--- src/rtl/ahb_mtx_in_stg.sv ---
// AHB bus-matrix input stage: forwards or holds one address-phase transfer per
// slave port and returns data-phase ready/response to the master.
module ahb_mtx_in_stg #(
  parameter int ADDR_W       = 32,
  parameter bit HOLD_ON_IDLE = 1'b0
) (
  input  logic              HCLK,
  input  logic              HRESET,
  input  logic              HSELS,
  input  logic [ADDR_W-1:0] HADDRS,
  input  logic [1:0]        HTRANSS,
  input  logic              HWRITES,
  input  logic [2:0]        HSIZES,
  input  logic [2:0]        HBURSTS,
  input  logic [3:0]        HPROTS,
  input  logic              HREADYS,
  output logic              HREADYOUTS,
  output logic [1:0]        HRESPS,
  output logic              sel_in,
  output logic [ADDR_W-1:0] addr_in,
  output logic [1:0]        trans_in,
  output logic              write_in,
  output logic [2:0]        size_in,
  output logic [2:0]        burst_in,
  output logic [3:0]        prot_in,
  output logic              held_tran,
  input  logic              active_in,
  input  logic              ready_in,
  input  logic              readyout_in,
  input  logic [1:0]        resp_in
);

  // Handshake: a transfer presented on sel_in/trans_in moves to the output stage
  // in the cycle active_in & ready_in are high; a held transfer stays presented
  // (sel_in=1) until that cycle, and HREADYOUTS=0 stalls the master meanwhile.

  logic              pend_q, pend_d;
  logic              dphase_q, dphase_d;
  logic [ADDR_W-1:0] addr_q, addr_d;
  logic [1:0]        trans_q, trans_d;
  logic              write_q, write_d;
  logic [2:0]        size_q, size_d;
  logic [2:0]        burst_q, burst_d;
  logic [3:0]        prot_q, prot_d;

  logic new_tran, load_req, accept, issue, err_cancel, load;

  assign new_tran   = HSELS & HTRANSS[1] & HREADYS;
  assign load_req   = new_tran | (HOLD_ON_IDLE & HSELS & HREADYS);
  assign accept     = sel_in & trans_in[1] & active_in & ready_in;
  assign issue      = pend_q & active_in & ready_in;
  // First ERROR cycle: the master will re-drive, so the held transfer is dropped.
  assign err_cancel = dphase_q & (resp_in == 2'b01) & ~readyout_in & pend_q;
  assign load       = load_req & ~pend_q & ~accept;

  // Decoder-side mux: holding register while pending, else master pass-through.
  always_comb begin
    if (pend_q) begin
      sel_in   = 1'b1;
      addr_in  = addr_q;
      trans_in = trans_q;
      write_in = write_q;
      size_in  = size_q;
      burst_in = burst_q;
      prot_in  = prot_q;
    end else begin
      sel_in   = HSELS;
      addr_in  = HADDRS;
      trans_in = HTRANSS;
      write_in = HWRITES;
      size_in  = HSIZES;
      burst_in = HBURSTS;
      prot_in  = HPROTS;
    end
  end

  always_comb begin
    pend_d   = pend_q;
    dphase_d = dphase_q;
    addr_d   = addr_q;
    trans_d  = trans_q;
    write_d  = write_q;
    size_d   = size_q;
    burst_d  = burst_q;
    prot_d   = prot_q;
    if (load) begin
      pend_d  = 1'b1;
      addr_d  = HADDRS;
      trans_d = HTRANSS;
      write_d = HWRITES;
      size_d  = HSIZES;
      burst_d = HBURSTS;
      prot_d  = HPROTS;
    end else if (err_cancel || issue) begin
      pend_d = 1'b0;
    end
    if (accept) begin
      dphase_d = 1'b1;
    end else if (readyout_in) begin
      dphase_d = 1'b0;
    end
  end

  always_ff @(posedge HCLK) begin
    if (HRESET) begin
      pend_q   <= 1'b0;
      dphase_q <= 1'b0;
      addr_q   <= '0;
      trans_q  <= '0;
      write_q  <= 1'b0;
      size_q   <= '0;
      burst_q  <= '0;
      prot_q   <= '0;
    end else begin
      pend_q   <= pend_d;
      dphase_q <= dphase_d;
      addr_q   <= addr_d;
      trans_q  <= trans_d;
      write_q  <= write_d;
      size_q   <= size_d;
      burst_q  <= burst_d;
      prot_q   <= prot_d;
    end
  end

  always_comb begin
    if (dphase_q)    HREADYOUTS = readyout_in;
    else if (pend_q) HREADYOUTS = 1'b0;
    else             HREADYOUTS = 1'b1;
    HRESPS    = dphase_q ? resp_in : 2'b00;
    held_tran = pend_q;
  end

endmodule

--- config.mk ---
export PLATFORM = sky130hd
export DESIGN_NAME = ahb_mtx_in_stg
export DESIGN_NICKNAME = d
export VERILOG_FILES = /design/src/rtl/ahb_mtx_in_stg.sv
export SDC_FILE = /design/constraint.sdc
export NUM_CORES = 1
export LEC_CHECK = 0
export CORE_ASPECT_RATIO = 0.75
export CORE_MARGIN = 4
export CORE_UTILIZATION = 47
export DETAILED_ROUTE_END_ITERATION = 10
export GPL_ROUTABILITY_DRIVEN = 0
export PLACE_DENSITY = 0.82
export SLEW_MARGIN = 10
export SYNTH_ARGS = -nofsm -noshare
export SYNTH_HDL_FRONTEND = slang
export SYNTH_SLANG_ARGS = --single-unit
--- constraint.sdc ---
create_clock -name HCLK -period 3 [get_ports HCLK]
set_input_delay 0.9 -clock HCLK [delete_from_list [all_inputs] [get_ports HCLK]]
set_output_delay 0.9 -clock HCLK [all_outputs]
set_load 0.1 [all_outputs]
Word level (Yosys, flattened, before mapping)
Index checks and enable logic that the tools add are counted.

Flip-flop bits (word level): 47. Input port bits: 54. Output and inout port bits: 50. Word-level logic and storage cells: 41.

Eq/ne operators: 1. Mux-type cells: 14. Bitwise operators: 15. Reduce and logical (&&, ||, !) cells: 3.

Operator list (count): $mux 32 (1); $and 1x1->1 (12); $mux 1 (8); $mux 3 (2); $mux 2 (2); $mux 4 (1); $reduce_bool 2->1 (2); $not 1->1 (3); $eq 2x1->1 const B (1); $logic_or 1x1->1 (1).

Logic depth before layout (Yosys ltp)
Gate-level depths: netlist of the first run.

Depth in word-level cells: 7. Mapped depth: 5. Gate-level depth less buffers: 3.

Worst setup path before layout of the first run
OpenSTA, ideal clock, no wires.

Path type: reg2out. Start point: reg pend_q (netlist: held_tran). End point: out HREADYOUTS. Arrival time: 3297 ps. Data required time: 2100 ps. Path slack: -1197 ps. Cell stages (with the launch flop): 4. Path buffers: 2. Cell sequence: dfxtp_1 buf_2 buf_2 o21ai_0.

Cells in the longest elaborated chain, start to end: 2.

Ends and longest elaborated chain: from (decl) (RTL line 37) `logic pend_q, pend_d;`; from (signal assigned) (RTL line 115) `pend_q <= pend_d;`; $mux 1 (RTL line 128) `else if (pend_q) HREADYOUTS = 1'b0;`; $mux 1 (RTL line 127) `if (dphase_q) HREADYOUTS = readyout_in;`; to (decl) (RTL line 17) `output logic HREADYOUTS,`.

Every way passes these cells.

Worst setup path in the final report of the first run
Start point: in HADDRS[25]. End point: out addr_in[25].

Cells in the longest elaborated chain, start to end: 1.

Ends and longest elaborated chain: from (decl) (RTL line 10) `input logic [ADDR_W-1:0] HADDRS,`; $mux 32 (RTL line 58) `if (pend_q) begin`; to (decl) (RTL line 20) `output logic [ADDR_W-1:0] addr_in,`.

Every way passes these cells.

==> impl_metrics.json, run 1 <==
{
  "rsz0062_at_grt": "no",
  "skew_ps": 6.216,
  "core_area_mm2": 0.005410,
  "rows": 23,
  "die_x_um": 94.65,
  "r2r_end": "addr_q[21]$_SDFFE_PP0P_",
  "critPathLaunchType": "input pin",
  "hold_depth": 2,
  "dp_slack_ps": 263.7,
  "p_comb_share_pct": 41.2,
  "met2WireLength_mm": 3.248,
  "swShare_pct": 35.96,
  "vdd_drop_max_mv": 0.3689,
  "synth.yosys.seq_area_share_pct": 35.56,
  "routedWlPerCell_um": 15.33,
  "track_usage_pct": 19.59,
  "post_cts_buffers": 0,
  "hold_path_startpoint": "addr_q[0]$_SDFFE_PP0P_",
  "clk_latency_ps": 290,
  "clock_path_buffers": 2,
  "grt_pass1_wl_mm": 10.66,
  "cp_slowest_cell": "clkdlybuf4s50_1",
  "antenna_found_initial": 0,
  "final_layout_size_suffix_gt1_share_pct": 31.09,
  "end_kind": "output port",
  "antenna_left": 0,
  "netlist_area_mm2": 0.002646,
  "ys_ff_latch": 47,
  "fin_hold_ws_ps": 474.6,
  "cts-buffers-inserted": 5,
  "p_leak_uw": 0.001633,
  "io_pins": 104,
  "max_freq_ghz": 0.3661,
  "antennaDiodeCount": 0,
  "crit_path_max_incr_delay_ps": 440,
  "clockRootBuffer": "clkbuf_8",
  "hold_viol": 0,
  "cp_max_fo": 2,
  "final_cell_mix": "nand2b_1 (89), buf_12 (53), clkdlybuf4s50_1 (52)",
  "final_nets": 411,
  "final_common_cell": "nand2b_1",
  "h-tree-depth": 2,
  "r2r_slack_ps": 1280,
  "wl_met3_um": 590,
  "reg2regPathDepth": 4,
  "netlist.area_leader.share_pct": 35.56,
  "wl_mm": 6.623,
  "design.die.area_mm2": 0.006908,
  "finalCritPeriodShare_pct": 91.04,
  "setup_violations": 0,
  "io_buffers": 103,
  "fin_crit_ps": 2731,
  "p_int_uw": 1206,
  "yosysUniqueCellTypes": 20,
  "start_util_pct": 48.91,
  "dp_hpwl_mm": 4.994,
  "synth_cells": 262,
  "grt_pass1_vias": 2245,
  "route.detailed.drc": 0,
  "cts_tree": "done",
  "avgSynthCellArea_um2": 10.10,
  "route.top_layer_used": "met4",
  "crit_path_cell_trace": "clkdlybuf4s50_1 -> mux2_2 -> buf_12",
  "dr_total_vias": 2113,
  "hold_class": "reg -> reg",
  "status": "complete, no violations",
  "drv_slew": 0,
  "min_to": "addr_q[0]$_SDFFE_PP0P_",
  "cts_resized": 0,
  "clkTransAtPathRegs_ps": 80,
  "area.growth.synth_to_final_pct": 64.11,
  "avgViaCountPerCell": 4.891,
  "path_class": "in -> out",
  "power_density_mw_per_mm2": 433.6,
  "yosysWarnings": 0,
  "die_h_um": 72.99,
  "drv_cap": 0,
  "grt_max_degree": 48,
  "clkPwrFrac_pct": 24.0,
  "slew_headroom_pct": 59.40,
  "yosys.area.top_type": "dfxtp_1",
  "r2r_start": "held_tran$_SDFFE_PP0P_",
  "path_delay_family": "buffers and inverters",
  "tns_ps": 0,
  "p_sw_uw": 677.3,
  "first_iter_violations": 41,
  "synth.top_cells.by_area": "dfxtp_1 (36%), nand2b_1 (21%), mux2_2 (19%)",
  "cp.arrival_ps": 1830,
  "worst_slew_pin_slew_ps": 609.0,
  "firstDrtPassIters": 4,
  "postCtsHoldBufs": 0,
  "met1_length_mm": 2.766,
  "worst-path-buf-inv": 2,
  "timing.final.ws_setup_ps": 268.8,
  "worstPathRequired_ps": 2100,
  "seqPwrFrac_pct": 34.8,
  "synth_nets": 316,
  "clkSinkCount": 47,
  "grt_overflow_total": 0
}
-- metrics by stage --
stage / util, % / instance area [µm²] / instances / total power (µW)
after floorplan: - / 2651 / 262 / 1138
after global placement: 78.38 / 4240 / 425 / 1439
after detailed placement: 78.38 / 4240 / 425 / 1450
after CTS: 80.27 / 4343 / 432 / 1901
after global routing: 80.27 / 4343 / 432 / 1943
final: 80.27 / 4343 / 432 / 1883
-- power by group through the flow --
stage               Combinational, µW  Clock [µW]  Sequential (µW)
global placement                  771           0              668
detailed placement                780           0              670
floorplan                         470           0              668
global route                      804         482              658
finish                            777         451              655
CTS                               782         464              655
-- final cells by class --
class                           instances  area, µm²
Clock buffer                            6      72.57
Clock inverter                          1      30.03
Fill cell                             363       1067
Inverter                                2      7.507
Multi-Input combinational cell        193       1595
Sequential cell                        47      942.2
Tap cell                               75      93.84
Timing Repair Buffer                  108       1602
-- worst max path at each step --
stage	from	cells past startpoint	to	slack, ps
after floorplan	held_tran$_SDFFE_PP0P_	3	burst_in[0]	340
after global placement	HADDRS[4]	3	addr_in[4]	300
after detailed placement	HADDRS[25]	3	addr_in[25]	260
after CTS	HADDRS[25]	3	addr_in[25]	260
after global routing	HADDRS[16]	3	addr_in[16]	240
final	HADDRS[25]	3	addr_in[25]	270
-- synthesized netlist by cell type, drive strengths merged --
master  count
mux2i      44
or2         1
dfxtp      47
and2        2
and3        1
nand2b     89
inv         2
clkbuf     10
o21bai      1
mux2       45
a21oi       3
and3b       1
nand2       3
nand3       1
o311ai      1
buf        10
o21ai       1
-- flip-flops by register name, summed over array words and instances (netlist names) --
name / count
addr_q: 32
burst_q: 3
dphase_q: 1
held_tran: 1
prot_q: 4
size_q: 3
trans_q: 2
write_q: 1
-- tightest hold or removal path, cell delays in order (launching register included) --
cell	delay, ps
dfxtp_1	320
nand2b_1	60
mux2i_1	50
-- per-layer routing --
metal / vias up / GRT usage [%]
met5: - / 0
met4: 0 / 2.880
met3: 2 / 7.010
met2: 65 / 35.00
met1: 980 / 23.08
li1: 1066 / -
-- cell families after synthesis --
kind of cell / after synthesis / share of synthesized area [%]
muxes: 89 / 35.79
and+or+nand+nor: 98 / 22.93
DFF: 47 / 35.56
AOI/OAI and AO/OA: 6 / 1.371
buffers and inverters: 22 / 4.350
Note: power is estimated with default switching activity, not from simulation.
==> run 2: changes to the inputs <==
--- a/config.mk
+++ b/config.mk
@@ -5,9 +5,11 @@
 export SDC_FILE = /design/constraint.sdc
 export NUM_CORES = 1
 export LEC_CHECK = 0
+export CAP_MARGIN = 30
 export CORE_ASPECT_RATIO = 0.75
 export CORE_MARGIN = 4
 export CORE_UTILIZATION = 47
+export CTS_CLUSTER_DIAMETER = 150
 export DETAILED_ROUTE_END_ITERATION = 10
 export GPL_ROUTABILITY_DRIVEN = 0
 export PLACE_DENSITY = 0.82
==> results of run 2 <==
Same layout as run 1: the final DEF is identical, and so are final timing and power.
==> run 3: changes to the inputs <==
--- a/config.mk
+++ b/config.mk
@@ -8,11 +8,11 @@
 export CAP_MARGIN = 30
 export CORE_ASPECT_RATIO = 0.75
 export CORE_MARGIN = 4
-export CORE_UTILIZATION = 47
+export CORE_UTILIZATION = 30
 export CTS_CLUSTER_DIAMETER = 150
 export DETAILED_ROUTE_END_ITERATION = 10
 export GPL_ROUTABILITY_DRIVEN = 0
-export PLACE_DENSITY = 0.82
+export PLACE_DENSITY = 0.57
 export SLEW_MARGIN = 10
 export SYNTH_ARGS = -nofsm -noshare
 export SYNTH_HDL_FRONTEND = slang
==> constraint.sdc (replaced) <==
create_clock -name HCLK -period 2.4 [get_ports HCLK]
set_input_delay 0.72 -clock HCLK [delete_from_list [all_inputs] [get_ports HCLK]]
set_output_delay 0.72 -clock HCLK [all_outputs]
set_load 0.1 [all_outputs]
==> run 3 against run 2 <==
  * Final cell count increased by 8.1%
  * Register-to-register slack got worse by 430 ps
  * Critical endpoint is now burst_in[1]
  * Via count shrank 0.85%
  * Highest routed layer unchanged
  * Clock power grew 81%
  * Routed wire length down 3.0%
  * Non-clock buffer count rose by 1
  * Clock-buffer cell count did not move
  * Clock skew is 1.9 ps lower
  * Worst hold slack lost 10 ps
  * Worst setup slack lost 230 ps
  * Die area grew 51%
==> impl_metrics.json, run 3 (synthesis results as in run 1) <==
{
  "reg2regPathDepth": 5,
  "max_freq_ghz": 0.4229,
  "h-tree-depth": 2,
  "hold_class": "reg -> reg",
  "cts_resized": 0,
  "power_density_mw_per_mm2": 581.2,
  "place_area_mm2": 0.004304,
  "antennaDiodeCount": 0,
  "core_area_mm2": 0.008527,
  "post_cts_buffers": 0,
  "largest_register_ffs": 32,
  "hold_path_startpoint": "trans_q[1]$_SDFFE_PP0P_",
  "vdd_drop_max_mv": 0.4057,
  "r2r_end": "size_q[1]$_SDFFE_PP0P_",
  "drv_cap": 0,
  "skew_ps": 4.277,
  "worstPathRequired_ps": 1680,
  "routedWlPerCell_um": 13.76,
  "final_layout_size_suffix_gt1_share_pct": 31.75,
  "largest_registers": "addr_q: 32 flops, prot_q: 4 flops",
  "timing.final.ws_setup_ps": 35.47,
  "firstDrtPassIters": 4,
  "clk_latency_ps": 280,
  "status": "complete, no violations",
  "avgViaCountPerCell": 4.486,
  "grt_overflow_total": 0,
  "final_util_pct": 52.52,
  "die_x_um": 116.5,
  "fin_crit_ps": 2365,
  "postCtsHoldBufs": 0,
  "fillers": 748,
  "track_usage_pct": 12.48,
  "grt_pass1_wl_mm": 10.40,
  "antenna_found_initial": 0,
  "dr_total_vias": 2095,
  "dp_slack_ps": 41.32,
  "cp_max_fo": 2,
  "final_common_cell": "nand2b_1",
  "min_to": "trans_q[1]$_SDFFE_PP0P_",
  "hold_viol": 0,
  "area.growth.synth_to_final_pct": 69.22,
  "dp_hpwl_mm": 4.649,
  "cts-buffers-inserted": 5,
  "drv_slew": 0,
  "grt_pass1_vias": 2114,
  "slew_headroom_pct": 73.33,
  "final_nets": 412,
  "antenna_left": 0,
  "grt_max_degree": 92,
  "cp.arrival_ps": 1640,
  "rows": 29,
  "setup_violations": 0,
  "route.detailed.drc": 0,
  "critPathLaunchType": "input pin",
  "path_class": "in -> out",
  "clockRootBuffer": "clkbuf_16",
  "first_iter_violations": 80,
  "end_kind": "output port",
  "io_buffers": 103,
  "tns_ps": 0,
  "r2r_start": "held_tran$_SDFFE_PP0P_",
  "p_leak_uw": 0.001677,
  "clkSinkCount": 47,
  "wl_mm": 6.425,
  "top_register": "addr_q",
  "start_util_pct": 31.03,
  "final_cell_mix": "nand2b_1 (89), buf_12 (54), clkdlybuf4s50_1 (52)",
  "post-route-cell-area_mm2": 0.004478,
  "die_h_um": 89.34,
  "io_pins": 104,
  "hold_depth": 2,
  "finalCritPeriodShare_pct": 98.52,
  "worst_slew_pin_slew_ps": 395.0,
  "design.die.area_mm2": 0.01040,
  "clock_path_buffers": 2,
  "clkTransAtPathRegs_ps": 60,
  "r2r_slack_ps": 850,
  "fin_hold_ws_ps": 464.5,
  "cts_tree": "done",
  "rsz0062_at_grt": "no"
}
==> run 3: cell count changes in the layout (fill, tap and decap cells not counted), sizes merged <==
cell    before  now
buf         56   57
clkinv       0    1
==> run 3: per-layer routing <==
layer / vias up / share of wire (%) / global-route usage (%)
met1: 969 / 45 / 15.99
met2: 53 / 47 / 20.56
met3: 2 / 7.8 / 4.668
li1: 1071 / - / -
met5: - / 0 / 0
met4: 0 / 0.37 / 1.897
==> run 3: how the worst max path moves through the flow <==
| stage | from | end |
|---|---|---|
| detailed placement | HBURSTS[1] | burst_in[1] |
| CTS | HBURSTS[1] | burst_in[1] |
| global route | HADDRS[9] | addr_in[9] |
| floorplan | held_tran$_SDFFE_PP0P_ | HREADYOUTS |
| finish | HBURSTS[1] | burst_in[1] |
| global placement | HADDRS[9] | addr_in[9] |
==> run 3: layout make-up <==
| class | instances | area [µm²] | share of cell area (%) |
|---|---|---|---|
| Sequential cell | 47 | 944.7 | 21.10 |
| Tap cell | 108 | 135.1 | 3.018 |
| Inverter | 2 | 7.507 | 0.1676 |
| Multi-Input combinational cell | 193 | 1595 | 35.62 |
| Timing Repair Buffer | 109 | 1622 | 36.21 |
| Clock inverter | 2 | 35.03 | 0.7823 |
| Clock buffer | 6 | 138.9 | 3.101 |
==> run 3: worst max-delay path: stages <==
cell and delay (ps):
clkdlybuf4s50_1 450, mux2_2 300, buf_12 170
==> run 3: report_power, final <==
part           total [µW]  internal (µW)  switching (µW)
combinational         973            401             573
clock                 815            518             296
sequential            815            803            11.8
==> run 3: through the flow <==
| step | cells | total power, µW |
|---|---|---|
| global placement | 459 | 1806 |
| finish | 467 | 2603 |
| global route | 467 | 2706 |
| detailed placement | 459 | 1813 |
| floorplan | 262 | 1422 |
| CTS | 467 | 2647 |
